## config.mk

```make
export PLATFORM = sky130hd
export DESIGN_NAME = ex_muldiv_ctrl
export DESIGN_NICKNAME = d
export VERILOG_FILES = /design/src/rtl/ex_muldiv_ctrl_pkg.sv /design/src/rtl/ex_muldiv_ctrl_div_iter.sv /design/src/rtl/ex_muldiv_ctrl.sv
export SDC_FILE = /design/constraint.sdc
export NUM_CORES = 2
export LEC_CHECK = 0
export CAP_MARGIN = 20
export CORE_MARGIN = 2
export CORE_UTILIZATION = 40
export CTS_BUF_LIST = sky130_fd_sc_hd__clkbuf_8
export DETAILED_ROUTE_END_ITERATION = 8
export GPL_TIMING_DRIVEN = 0
export SYNTH_ARGS = -nofsm -noshare
export SYNTH_HDL_FRONTEND = slang
export SYNTH_SLANG_ARGS = --single-unit
export TNS_END_PERCENT = 5
```

## constraint.sdc

```tcl
create_clock -name clk -period 10.6 [get_ports clk]
set_input_delay 2.12 -clock clk [delete_from_list [all_inputs] [get_ports clk]]
set_output_delay 2.12 -clock clk [all_outputs]
set_load 0.05 [all_outputs]
```

## src/rtl/ex_muldiv_ctrl_pkg.sv

```systemverilog
// Shared CPU definitions for the multiply/divide unit: op encodings, FSM states and
// sign helpers. MADD/MADDU/MSUB/MSUBU encodings are decoded only under MULDIV_MADD_EN.
package ex_muldiv_ctrl_pkg;

  localparam int DIV_CYCLES = 32;

  typedef enum logic [3:0] {
    OP_NONE  = 4'd0,
    OP_MULT  = 4'd1,
    OP_MULTU = 4'd2,
    OP_DIV   = 4'd3,
    OP_DIVU  = 4'd4,
    OP_MTHI  = 4'd5,
    OP_MTLO  = 4'd6,
    OP_MADD  = 4'd7,
    OP_MADDU = 4'd8,
    OP_MSUB  = 4'd9,
    OP_MSUBU = 4'd10
  } muldiv_op_t;

  typedef enum logic [1:0] {
    IDLE    = 2'd0,
    MUL     = 2'd1,
    DIV     = 2'd2,
    DIV_FIX = 2'd3
  } muldiv_state_t;

  function automatic logic [31:0] abs32(input logic [31:0] v);
    return v[31] ? (32'd0 - v) : v;
  endfunction

  function automatic logic [31:0] neg_if(input logic [31:0] v, input logic neg);
    return neg ? (32'd0 - v) : v;
  endfunction

endpackage

```

## src/rtl/ex_muldiv_ctrl_div_iter.sv

```systemverilog
// Iterative restoring unsigned divider, one quotient bit per cycle, MSB first.
// done marks the cycle performing the final step; results are stable from the next cycle.
module ex_div_iter
  import ex_muldiv_ctrl_pkg::*;
(
  input  logic        clk,
  input  logic        rst,
  input  logic        start,
  input  logic        abort,
  input  logic [31:0] dividend,
  input  logic [31:0] divisor,
  output logic [31:0] quotient,
  output logic [31:0] remainder,
  output logic        done
);

  localparam int CNT_W = $clog2(DIV_CYCLES) + 1;

  logic [CNT_W-1:0] count_r;
  logic             active_r;
  logic [31:0]      quo_r;
  logic [31:0]      rem_r;
  logic [31:0]      div_r;
  logic [32:0]      rem_shift_s;
  logic [32:0]      trial_s;
  logic             ge_s;
  logic             last_s;

  // Trial subtraction of the divisor from the partial remainder shifted by one bit.
  always_comb begin
    rem_shift_s = {rem_r, quo_r[31]};
    trial_s     = rem_shift_s - {1'b0, div_r};
    ge_s        = (rem_shift_s >= {1'b0, div_r});
    last_s      = active_r && (count_r == CNT_W'(DIV_CYCLES - 1));
  end

  // Iteration registers: quo_r starts as the dividend and fills with quotient bits.
  always_ff @(posedge clk) begin
    if (!rst) begin
      count_r  <= '0;
      active_r <= 1'b0;
      quo_r    <= 32'd0;
      rem_r    <= 32'd0;
      div_r    <= 32'd0;
    end else if (abort) begin
      count_r  <= '0;
      active_r <= 1'b0;
    end else if (start) begin
      count_r  <= '0;
      active_r <= 1'b1;
      quo_r    <= dividend;
      rem_r    <= 32'd0;
      div_r    <= divisor;
    end else if (active_r) begin
      quo_r    <= {quo_r[30:0], ge_s};
      rem_r    <= ge_s ? trial_s[31:0] : rem_shift_s[31:0];
      count_r  <= last_s ? '0 : count_r + CNT_W'(1);
      active_r <= !last_s;
    end
  end

  assign quotient  = quo_r;
  assign remainder = rem_r;
  assign done      = last_s;

endmodule

```

## src/rtl/ex_muldiv_ctrl.sv

```systemverilog
// HI/LO multiply/divide controller: single-cycle MUL, 32+1 cycle signed/unsigned DIV,
// MTHI/MTLO writes. Multiply-accumulate ops are built only when MULDIV_MADD_EN is defined.
module ex_muldiv_ctrl
  import ex_muldiv_ctrl_pkg::*;
(
  input  logic        clk,
  input  logic        rst,
  input  logic        op_valid,
  input  logic [3:0]  op,
  input  logic [31:0] src_a,
  input  logic [31:0] src_b,
  input  logic        flush,
  output logic        busy,
  output logic [63:0] hilo
);

  muldiv_state_t state_r;
  muldiv_state_t state_next_s;
  muldiv_op_t    op_s;
  muldiv_op_t    op_r;
  logic [31:0]   a_r;
  logic [31:0]   b_r;
  logic          q_neg_r;
  logic          r_neg_r;
  logic          busy_r;
  logic [63:0]   hilo_r;
  logic          op_known_s;
  logic          accept_s;
  logic          is_div_s;
  logic          sdiv_s;
  logic          msigned_s;
  logic [63:0]   a_ext_s;
  logic [63:0]   b_ext_s;
  logic [63:0]   prod_s;
  logic          hilo_we_s;
  logic [63:0]   hilo_next_s;
  logic [31:0]   div_quo_s;
  logic [31:0]   div_rem_s;
  logic          div_done_s;

  assign op_s = muldiv_op_t'(op);

  // Decode which encodings this build implements; everything else behaves as NONE.
  always_comb begin
    op_known_s = 1'b0;
    case (op_s)
      OP_MULT, OP_MULTU, OP_DIV, OP_DIVU, OP_MTHI, OP_MTLO: op_known_s = 1'b1;
`ifdef MULDIV_MADD_EN
      OP_MADD, OP_MADDU, OP_MSUB, OP_MSUBU:                 op_known_s = 1'b1;
`endif
      default:                                              op_known_s = 1'b0;
    endcase
  end

  // Acceptance and divider operand conditioning.
  always_comb begin
    accept_s = (state_r == IDLE) && op_valid && !flush && op_known_s;
    is_div_s = (op_s == OP_DIV) || (op_s == OP_DIVU);
    sdiv_s   = (op_s == OP_DIV);
  end

  // Low 64 bits of the product of 64-bit extended operands cover both signednesses.
  always_comb begin
    msigned_s = (op_r == OP_MULT) || (op_r == OP_MADD) || (op_r == OP_MSUB);
    a_ext_s   = {{32{msigned_s & a_r[31]}}, a_r};
    b_ext_s   = {{32{msigned_s & b_r[31]}}, b_r};
    prod_s    = a_ext_s * b_ext_s;
  end

  ex_div_iter u_div_iter (
    .clk       (clk),
    .rst       (rst),
    .start     (accept_s && is_div_s),
    .abort     (flush),
    .dividend  (sdiv_s ? abs32(src_a) : src_a),
    .divisor   (sdiv_s ? abs32(src_b) : src_b),
    .quotient  (div_quo_s),
    .remainder (div_rem_s),
    .done      (div_done_s)
  );

  // Next-state and HI/LO write selection; flush overrides everything.
  always_comb begin
    state_next_s = state_r;
    hilo_we_s    = 1'b0;
    hilo_next_s  = hilo_r;
    if (flush) begin
      state_next_s = IDLE;
    end else begin
      case (state_r)
        IDLE: begin
          if (accept_s) begin
            case (op_s)
              OP_MTHI: begin
                hilo_we_s   = 1'b1;
                hilo_next_s = {src_a, hilo_r[31:0]};
              end
              OP_MTLO: begin
                hilo_we_s   = 1'b1;
                hilo_next_s = {hilo_r[63:32], src_a};
              end
              OP_DIV, OP_DIVU: state_next_s = DIV;
              default:         state_next_s = MUL;
            endcase
          end else begin
            state_next_s = IDLE;
          end
        end
        MUL: begin
          state_next_s = IDLE;
          hilo_we_s    = 1'b1;
          case (op_r)
`ifdef MULDIV_MADD_EN
            OP_MADD, OP_MADDU: hilo_next_s = hilo_r + prod_s;
            OP_MSUB, OP_MSUBU: hilo_next_s = hilo_r - prod_s;
`endif
            default:           hilo_next_s = prod_s;
          endcase
        end
        DIV: begin
          if (div_done_s) begin
            state_next_s = DIV_FIX;
          end else begin
            state_next_s = DIV;
          end
        end
        DIV_FIX: begin
          state_next_s = IDLE;
          hilo_we_s    = 1'b1;
          hilo_next_s  = {neg_if(div_rem_s, r_neg_r), neg_if(div_quo_s, q_neg_r)};
        end
        default: state_next_s = IDLE;
      endcase
    end
  end

  // State register; busy is registered alongside so it equals (state != IDLE).
  always_ff @(posedge clk) begin
    if (!rst) begin
      state_r <= IDLE;
      busy_r  <= 1'b0;
    end else begin
      state_r <= state_next_s;
      busy_r  <= (state_next_s != IDLE);
    end
  end

  // Architectural HI/LO and operands captured at acceptance.
  always_ff @(posedge clk) begin
    if (!rst) begin
      hilo_r  <= 64'd0;
      op_r    <= OP_NONE;
      a_r     <= 32'd0;
      b_r     <= 32'd0;
      q_neg_r <= 1'b0;
      r_neg_r <= 1'b0;
    end else begin
      if (hilo_we_s) begin
        hilo_r <= hilo_next_s;
      end
      if (accept_s) begin
        op_r    <= op_s;
        a_r     <= src_a;
        b_r     <= src_b;
        q_neg_r <= sdiv_s & (src_a[31] ^ src_b[31]);
        r_neg_r <= sdiv_s & src_a[31];
      end
    end
  end

  assign busy = busy_r;
  assign hilo = hilo_r;

endmodule

```

==> impl_metrics.env <==
export IMPL_status="complete, no violations"
export IMPL_worst_slew_pin_slew_ps=1340
export IMPL_overflow=0
export IMPL_grt_pass1_vias=44670
export IMPL_syn_num_nets=7487
export IMPL_core_um2=129000
export IMPL_drive_above_1_share_pct=2.25
export IMPL_final_cell_mix="1216 x inv_1, 1124 x fa_1, 1047 x nand2_1"
export IMPL_drtAntennaViolNets=0
export IMPL_clk_pin_slew_ps=60
export IMPL_htreeDepth=2
export IMPL_place_gp_congestion=1.02
export IMPL_crit_arrival_ps=10960
export IMPL_io_buffers=122
export IMPL_seq_area_um2=4800
export IMPL_min_path_type="flop to flop"
export IMPL_hold_viol_final=0
export IMPL_post_cts_buffers=0
export IMPL_dieArea_um2=133000
export IMPL_cts_hold_buffers_added=0
export IMPL_route_detailed_drc=0
export IMPL_startpoint_type="flop"
export IMPL_start_util_pct=40.2
export IMPL_cts_tree="done"
export IMPL_synth_ff_type="dfxtp_1"
export IMPL_p_per_area_nw_per_um2=46.2
export IMPL_utilization_pct=43.8
export IMPL_ys_ff_latch=240
export IMPL_timing_fmax_ghz=0.0959
export IMPL_syn_avg_cell_area_um2=8.60
export IMPL_drt_initial_drc_count=4151
export IMPL_vdd_drop_max_uv=93.5
export IMPL_multiInputGateArea_um2=41200
export IMPL_grt_max_degree=25
export IMPL_syn_area_um2=51900
export IMPL_synth_warnings=0
export IMPL_rr_worst_depth=24
export IMPL_die_h_um=364
export IMPL_clockBufferDepth=3
export IMPL_postLayoutCellArea_um2=56600
export IMPL_cts_resized=0
export IMPL_period_needed_ps=10430
export IMPL_via_count=43947
export IMPL_clockRootBuffer="clkbuf_8"
export IMPL_via_per_inst=5.48
export IMPL_whs_path_depth=2
export IMPL_rsz0062_at_grt="true"
export IMPL_fillers=13197
export IMPL_totalWireLength_um=204000
export IMPL_dr_pass1_iters=5
export IMPL_cts_sinks=240
export IMPL_area_growth_pct=9.00
export IMPL_io_pins=137
export IMPL_path_class="flop to flop"
export IMPL_numCtsBuffers=47
export IMPL_wl_per_cell_um=25.4
export IMPL_skew_ps=53.1
export IMPL_whs_ps=460
export IMPL_leakage_nw=24.3
export IMPL_r2r_slack_ps=170
export IMPL_crit_path_max_fanout=10
export IMPL_dpl_hpwl_um=171000
export IMPL_final_common_cell="inv_1"
export IMPL_drv_slew=0
export IMPL_num_nets_final=7675
export IMPL_finalSetupViolations=0
export IMPL_grt_first_pass_wirelength_um=300000
export IMPL_antenna_found_initial=15
export IMPL_async_flop_share_pct=0
export IMPL_slew_headroom_pct=10.7
export IMPL_end_kind="flop"
export IMPL_period_share_pct=98.4
export IMPL_rows=132
export IMPL_synth_cell_types=76
export IMPL_max_cap_viol_count=0
export IMPL_synth_edf_count=0
export IMPL_fp_dieW_um=364
export IMPL_netlist_instances=6040
export IMPL_dpl_cell_area_um2=55500
export IMPL_grt_total_usage_pct=31.1
export IMPL_critPathRequiredTime_ps=11140
export IMPL_clkLatencyLatePin_ps=660
export IMPL_ys_seq_area_share_pct=9.25
[through the flow]
step | setup WS (ps) | TNS, ps | power, mW | std cells
2_1_floorplan | 2700 | 0 | 1.32 | 6040
6_report | 175 | 0 | 2.61 | 8014
4_1_cts | 218 | 0 | 2.60 | 8001
5_1_grt | -82.6 | -141 | 2.70 | 8006
3_5_place_dp | 272 | 0 | 1.60 | 7917
3_3_place_gp | 251 | 0 | 1.60 | 7904
[final timing paths]
check | start | endpoint
setup / recovery | b_r[14] | hilo[51]
hold / removal | op_r[0] | op_r[0]
setup reg to reg | b_r[14] | hilo[51]
hold reg to reg | op_r[0] | op_r[0]
[Yosys cell counts, types with 17 or more instances]
cell / instances / share of area [%]
xor2_1: 71 / 1.2
o31ai_1: 36 / 0.52
dfxtp_1: 240 / 9.3
nand4_1: 23 / 0.28
mux2i_1: 68 / 1.3
a21oi_1: 217 / 2.1
xnor2_1: 131 / 2.2
or3_1: 19 / 0.23
a221oi_1: 37 / 0.62
clkbuf_1: 363 / 2.6
and2_1: 297 / 3.6
and3_1: 31 / 0.37
a31oi_1: 25 / 0.30
o21a_1: 21 / 0.30
a21o_1: 32 / 0.46
nor4_1: 20 / 0.24
inv_1: 1205 / 8.7
fa_1: 1126 / 43
nor2_1: 211 / 1.5
ha_1: 249 / 6.0
nand2b_1: 23 / 0.28
nor3_1: 43 / 0.41
nand3_1: 34 / 0.33
a222oi_1: 17 / 0.33
o21ai_0: 182 / 1.8
nand2_1: 1047 / 7.6
a211oi_1: 73 / 1.1
[report_power, final]
group          switching [mW]  internal (mW)  leakage [nW]
Clock                   0.456          0.551         0.554
Combinational           0.455          0.207          21.8
Sequential             0.0281          0.917          1.94
Total                   0.940           1.67          24.3
[critical path, stage by stage, from the launching register on]
cell	delay [ps]
dfxtp_1	300
clkbuf_1	860
buf_1	890
nand2_1	170
fa_1	530
inv_1	50
fa_1	490
fa_1	540
inv_1	50
fa_1	480
fa_1	680
fa_1	480
fa_1	500
inv_1	50
fa_1	450
ha_1	300
clkbuf_1	360
nand4_1	320
or4_1	470
a31oi_1	540
o31ai_1	310
o31ai_1	740
a31oi_1	210
a2111o_1	450
o211ai_1	80
[sequential cells by signal, indices dropped and copies added, names as in the netlist, 2 cells and up]
| signal | count |
|---|---|
| a_r | 32 |
| b_r | 32 |
| hilo | 64 |
| op_r | 4 |
| state_r | 2 |
| u_div_iter.count_r | 6 |
| u_div_iter.div_r | 32 |
| u_div_iter.quotient | 32 |
| u_div_iter.remainder | 32 |
[cell families after synthesis]
kind of cell               after synthesis  synth area share [%]
adders and majority gates             1375                  49.4
DFF                                    240                  9.25
xor gates and xnor gates               202                  3.41
buffers and inverters                 1585                  11.5
AOI/OAI and AO/OA                      737                  9.04
and+or+nand+nor                       1832                  16.1
muxes                                   69                  1.33
[layout make-up]
class / count / share of cell area, %
clock buffers: 59 / 1.43
inverters: 1205 / 8.00
diodes: 9 / 0.0398
clock inverters: 25 / 0.303
repair buffers: 139 / 2.59
flip-flops and latches: 240 / 8.49
well taps: 1742 / 3.85
multi-input cells: 4215 / 72.7
plain buffers: 380 / 2.56
[routing by layer]
metal  vias up  share of wire (%)  global-route usage [%]  routed length [um]
met1     22509                 40                    41.0               81500
met4         6                5.4                    13.9               10900
met5         -              0.020                       0                  41
met3       455                 10                    7.90               21000
met2      2184                 44                    48.2               90100
li1      18793                  -                       -                   -
Power figures use the tool's default switching activity.
